$ cat src/rtl/lc3_key_stepper.sv
// lc3_key_stepper
//
// Turns three raw board pushbuttons into clean single-cycle step pulses for
// an LC-3 processor front panel. Each key is synchronized, debounced by its
// own small state machine and counter, and produces exactly one pulse per
// accepted press no matter how long it is held.
//
// Optional feature: define LC3_AUTORUN_EN to add an autorun timer. While the
// synchronized run_en switch is high, step_pulse[0] fires once every
// RUN_PERIOD cycles, merged with the key-0 pulse. Without the macro run_en is
// ignored and run_active is tied low.
//
// Parameters:
//   DEBOUNCE_CYCLES  consecutive stable cycles needed to accept a transition
//   CNT_W            width of the debounce and autorun counters
//   RUN_PERIOD       autorun step interval in clk cycles (>= 2)
//
// Ports:
//   clk         board clock, all state updates on its rising edge
//   rst_n       asynchronous active-low reset
//   key_n[2:0]  raw pushbuttons, low = pressed (asynchronous)
//   run_en      autorun request switch (asynchronous)
//   step_pulse  one-cycle pulse per accepted press
//               bit 0 processor step, bit 1 register-read step,
//               bit 2 direct-memory step
//   key_level   debounced key state, 1 = pressed
//   run_active  autorun currently generating steps

module lc3_key_stepper #(
   parameter int DEBOUNCE_CYCLES = 50000,
   parameter int CNT_W           = 20,
   parameter int RUN_PERIOD      = 500000
) (
   input  logic       clk,
   input  logic       rst_n,
   input  logic [2:0] key_n,
   input  logic       run_en,
   output logic [2:0] step_pulse,
   output logic [2:0] key_level,
   output logic       run_active
);

   typedef enum logic [1:0] {
      IDLE,
      PRESS_WAIT,
      PRESSED,
      RELEASE_WAIT
   } key_state_t;

   localparam logic [CNT_W-1:0] DB_LAST = CNT_W'(DEBOUNCE_CYCLES - 1);

   logic [2:0] key_meta;
   logic [2:0] key_sync;
   logic [2:0] key_down;
   logic [2:0] press_accept;
   logic       auto_fire;

   // Two-flop synchronizer for the raw keys; resets to the released level so
   // nothing looks pressed while coming out of reset.
   always_ff @(posedge clk or negedge rst_n) begin
      if (!rst_n) begin
         key_meta <= 3'b111;
         key_sync <= 3'b111;
      end else begin
         key_meta <= key_n;
         key_sync <= key_meta;
      end
   end

   assign key_down = ~key_sync;

   for (genvar i = 0; i < 3; i++) begin : g_key
      key_state_t       state;
      logic [CNT_W-1:0] cnt;
      logic             level;

      // Per-key debounce FSM. The counter stops at DB_LAST, so it never wraps;
      // the transition fires on the cycle the last stable sample is seen.
      always_ff @(posedge clk or negedge rst_n) begin
         if (!rst_n) begin
            state <= IDLE;
            cnt   <= '0;
            level <= 1'b0;
         end else begin
            case (state)
               IDLE: begin
                  if (key_down[i]) begin
                     state <= PRESS_WAIT;
                     cnt   <= '0;
                  end
               end
               PRESS_WAIT: begin
                  if (!key_down[i]) begin
                     state <= IDLE;
                  end else if (cnt == DB_LAST) begin
                     state <= PRESSED;
                     level <= 1'b1;
                  end else begin
                     cnt <= cnt + CNT_W'(1);
                  end
               end
               PRESSED: begin
                  if (!key_down[i]) begin
                     state <= RELEASE_WAIT;
                     cnt   <= '0;
                  end
               end
               RELEASE_WAIT: begin
                  if (key_down[i]) begin
                     state <= PRESSED;
                  end else if (cnt == DB_LAST) begin
                     state <= IDLE;
                     level <= 1'b0;
                  end else begin
                     cnt <= cnt + CNT_W'(1);
                  end
               end
               default: begin
                  state <= IDLE;
                  cnt   <= '0;
                  level <= 1'b0;
               end
            endcase
         end
      end

      // Press accepted exactly when PRESS_WAIT completes; only this edge
      // pulses, so bounces during release never create a second step.
      assign press_accept[i] = (state == PRESS_WAIT) && key_down[i] && (cnt == DB_LAST);
      assign key_level[i]    = level;
   end

`ifdef LC3_AUTORUN_EN
   localparam logic [CNT_W-1:0] RUN_LAST = CNT_W'(RUN_PERIOD - 1);

   logic             run_meta;
   logic             run_sync;
   logic [CNT_W-1:0] run_cnt;

   // Run switch synchronizer plus a free-running step timer that is held at
   // zero whenever autorun is off, so the first step always comes a full
   // period after enabling.
   always_ff @(posedge clk or negedge rst_n) begin
      if (!rst_n) begin
         run_meta <= 1'b0;
         run_sync <= 1'b0;
         run_cnt  <= '0;
      end else begin
         run_meta <= run_en;
         run_sync <= run_meta;
         if (!run_sync || (run_cnt == RUN_LAST)) begin
            run_cnt <= '0;
         end else begin
            run_cnt <= run_cnt + CNT_W'(1);
         end
      end
   end

   assign auto_fire  = run_sync && (run_cnt == RUN_LAST);
   assign run_active = run_sync;
`else
   logic unused_run;

   assign unused_run = run_en & (RUN_PERIOD > 1);
   assign auto_fire  = 1'b0;
   assign run_active = 1'b0;
`endif

   // Registered step outputs; an autorun tick coinciding with a key-0 press
   // collapses into one pulse through the OR.
   always_ff @(posedge clk or negedge rst_n) begin
      if (!rst_n) begin
         step_pulse <= 3'b000;
      end else begin
         step_pulse <= press_accept | {2'b00, auto_fire};
      end
   end

endmodule

$ cat config.mk
export PLATFORM = sky130hd
export DESIGN_NAME = lc3_key_stepper
export DESIGN_NICKNAME = d
export VERILOG_FILES = /design/src/rtl/lc3_key_stepper.sv
export SDC_FILE = /design/constraint.sdc
export NUM_CORES = 1
export LEC_CHECK = 0
export ABC_AREA = 1
export BUFFER_PORTS_ARGS = -buffer_cell sky130_fd_sc_hd__buf_2
export CORE_UTILIZATION = 60
export CTS_CLUSTER_SIZE = 16
export DETAILED_ROUTE_END_ITERATION = 12
export PLACE_DENSITY = 0.82
export RECOVER_POWER = 25
export SYNTH_ARGS = -nofsm -noshare
export SYNTH_HDL_FRONTEND = slang
export SYNTH_SLANG_ARGS = --single-unit
$ cat constraint.sdc
create_clock -name clk -period 2.13 [get_ports clk]
set_input_delay 0.1065 -clock clk [delete_from_list [all_inputs] [get_ports clk]]
set_output_delay 0.1065 -clock clk [all_outputs]
set_load 0.03 [all_outputs]
==> flow_summary.toml <==
[job]
drv_cap = 0

[clock_network]
cts_setup_buffers = 0
ctsLongestPathBuffers = 2
clk_latency_ps = 360
tritoncts = "yes"
numCtsBuffers = 9
h-tree-depth = 3
path_clk_slew_ps = 80
root_buffer = "clkbuf_8"
cts.sinks = 78

[worst_hold_path]
worstHoldStart = "key_meta[0]$_DFF_PN1_"
hp-class = "reg -> reg"

[placed_design]
post-dp-hpwl_um = 7480
postPlaceCellArea_um2 = 4970
io_buffers = 10
dp_cells = 770
gp_congestion = 0.930

[timing]
worstMarginPinSlew_ps = 1130
fmax_mhz = 531
setup_tns_ps = 0
slew_violations = 0
final.setup_skew_ps = 20.6
fin_crit_sh = 0.884
final_hold_viol_count = 0
setup_violations = 0
slew_headroom = 0.248
rsz0062_at_grt = "false"
period_minus_slack_ps = 1880

[worst_setup_path]
crit_start = "g_key[1].cnt[0]$_DFFE_PN0P_"
cp_max_fo = 28
cp_slowest_cell = "dfrtp_1"
cp-start-kind = "flop"
path_class = "reg -> reg"
worst_path_largest_cell_delay_ps = 470
critPathArrivalTime_ps = 2130
timing.critical_path.max_delay_family = "simple AND/OR/NAND/NOR gates"
critical_path.cell_chain = "ha_1 -> nand3_2 -> nor3_2 -> nand3_2 -> nand2_8 -> nor2_1 -> nand2_1 -> nand2_1"
critPathCaptureType = "flop"
cp_num_buf_inv = 0
worstPathRequired_ps = 2380
worstReg2RegStart = "g_key[1].cnt[0]$_DFFE_PN0P_"

[global_routing]
overflow = 0
grt_pass1_vias = 4161
antenna_found_initial = 0
grt_pass1_wl_um = 18400
grt_max_degree = 48
grtUsageTotal = 0.268

[pwr]
swShare = 0.246
max-vdd-ir-drop_mv = 0.398
leakagePower_nw = 2.24
intPower_mw = 2.23
power_density_nw_per_um2 = 565
switching_power_uw = 726
p_seq_frac = 0.524
pwr-share-comb = 0.059
p_clk_frac = 0.417

[layout]
antenna_cells = 0
multi_input_area_um2 = 2540
mostFrequentLayoutCells = "nand2_1 (217), nor2_1 (81), dfrtp_1 (72)"
nNetsFinal = 692
layout_commonest_cell = "nand2_1"
layout-drive-gt1-share = 0.141
post-route-cell-area_um2 = 5230
final_cells = 790
fillCellCount = 655
area_growth_pct = 6.36
seq_area_um2 = 1960

[yosys]
synth.net_count = 681
yosys_register_bits = 78
synth_area_um2 = 4920
seq_area_frac_synth = 0.399
synth_warnings = 0
synthCells = 672
avgSynthCellArea_um2 = 7.32
synth_cell_types = 37

[die]
start_util = 0.630
core_um2 = 7810
rows = 32
die_h_um = 92.5
die-area_um2 = 8560
dieWidth_um = 92.5
ios = 13

[detailed_routing]
initialDrtViolationCount = 218
routed_wl_um = 10200
firstDrtPassIters = 4
vias = 4326
ant_nets = 0
wl_per_cell_um = 12.9
drc_errors = 0
viasPerCell = 5.48

[run_status]
status = "complete, no violations"
-- Yosys cell counts --
cell type  count  area (um2)
o21bai_1       5        37.5
nor2_4         6        67.6
buf_8          2        30.0
nand2_8        1        20.0
nand4_1       22         138
o21ai_0       14        70.1
nand3_4        2        35.0
nand4_2        1        12.5
nor3_2         2        20.0
nand3_2        2        20.0
dfrtp_1       72        1800
inv_1         62         233
o21ai_2       26         228
ha_1           3        37.5
buf_2          3        15.0
nand3b_1       2        15.0
xnor2_1        4        35.0
dfstp_2        6         158
inv_2          2        7.51
nor2_1        81         304
nand2_1      217         815
nand2_2        4        25.0
clkinv_4       1        8.76
buf_6          7        78.8
nor2_2         9        56.3
nand2_4        1        11.3
nor3_1         8        40.0
buf_4          4        30.0
o21ai_1       24         120
conb_1         1        3.75
o22ai_1        1        6.26
xor2_1        13         114
or2_2          3        18.8
and2_1         2        12.5
clkbuf_1       2        7.51
buf_1          1        3.75
nand3_1       56         280
-- sequential cells by signal (all words and copies together) (netlist names), named ones only --
signal       cells
step_pulse       3
g_key.cnt       60
g_key.state      3
key_sync         3
key_meta         3
g_key.level      3
-- repair_timing --
item	CTS	global route
setup endpoints to repair	0	2
hold endpoints to repair	41	0
gates resized for setup	0	1
hold buffers	4	0
-- final timing paths --
| check | endpoint | slack, ps | cells after the start |
|---|---|---|---|
| max | g_key[1].cnt[1]$_DFFE_PN0P_ | 250 | 8 |
| min | key_sync[0]$_DFF_PN1_ | 360 | 0 |
| max reg2reg | g_key[1].cnt[1]$_DFFE_PN0P_ | 250 | 8 |
| min reg2reg | key_sync[0]$_DFF_PN1_ | 360 | 0 |
| max in group asynchronous | g_key[0].cnt[1]$_DFFE_PN0P_ | 820 | 3 |
| min in group asynchronous | g_key[0].cnt[13]$_DFFE_PN0P_ | 500 | 2 |
-- power by group through the flow --
stage | registers, mW | clock network [mW] | logic [mW]
3_3_place_gp | 1.58 | 0 | 0.164
5_1_grt | 1.55 | 1.31 | 0.201
3_5_place_dp | 1.58 | 0 | 0.170
4_1_cts | 1.55 | 1.26 | 0.177
6_report | 1.55 | 1.23 | 0.174
2_1_floorplan | 1.57 | 0 | 0.130
-- layout make-up --
type,instances,area share
repair buffers,19,0.0244
well taps,102,0.0244
flip-flops and latches,78,0.375
clock inverters,7,0.0184
clock buffers,9,0.0237
inverters,65,0.0481
multi-input cells,510,0.486
-- through the flow --
stage	worst slack (ps)	hold slack (ps)	power [mW]	util
2_1_floorplan	591	-189	1.70	-
3_3_place_gp	239	147	1.74	0.636
3_5_place_dp	201	149	1.75	0.636
4_1_cts	154	298	2.98	0.670
5_1_grt	67.0	361	3.06	0.670
6_report	247	358	2.95	0.670
-- layer usage --
layer,GRT usage,vias to the layer above,routed length (um)
met5,0,-,0
li1,-,2176,-
met3,0.0509,26,519
met1,0.348,1993,4620
met4,0.116,0,232
met2,0.435,131,4850
-- logic make-up (layout without fill, tap and decap cells) --
kind of cell,after synthesis,after routing,share of synthesized area
simple gates,419,419,0.385
buf+inv,84,100,0.0842
flops,78,78,0.399
compound gates,70,70,0.0939
xor+xnor,17,17,0.0303
fa+ha+maj,3,3,0.00764
other cells,1,1,0.000763
Note: power is estimated with default switching activity, not from simulation.
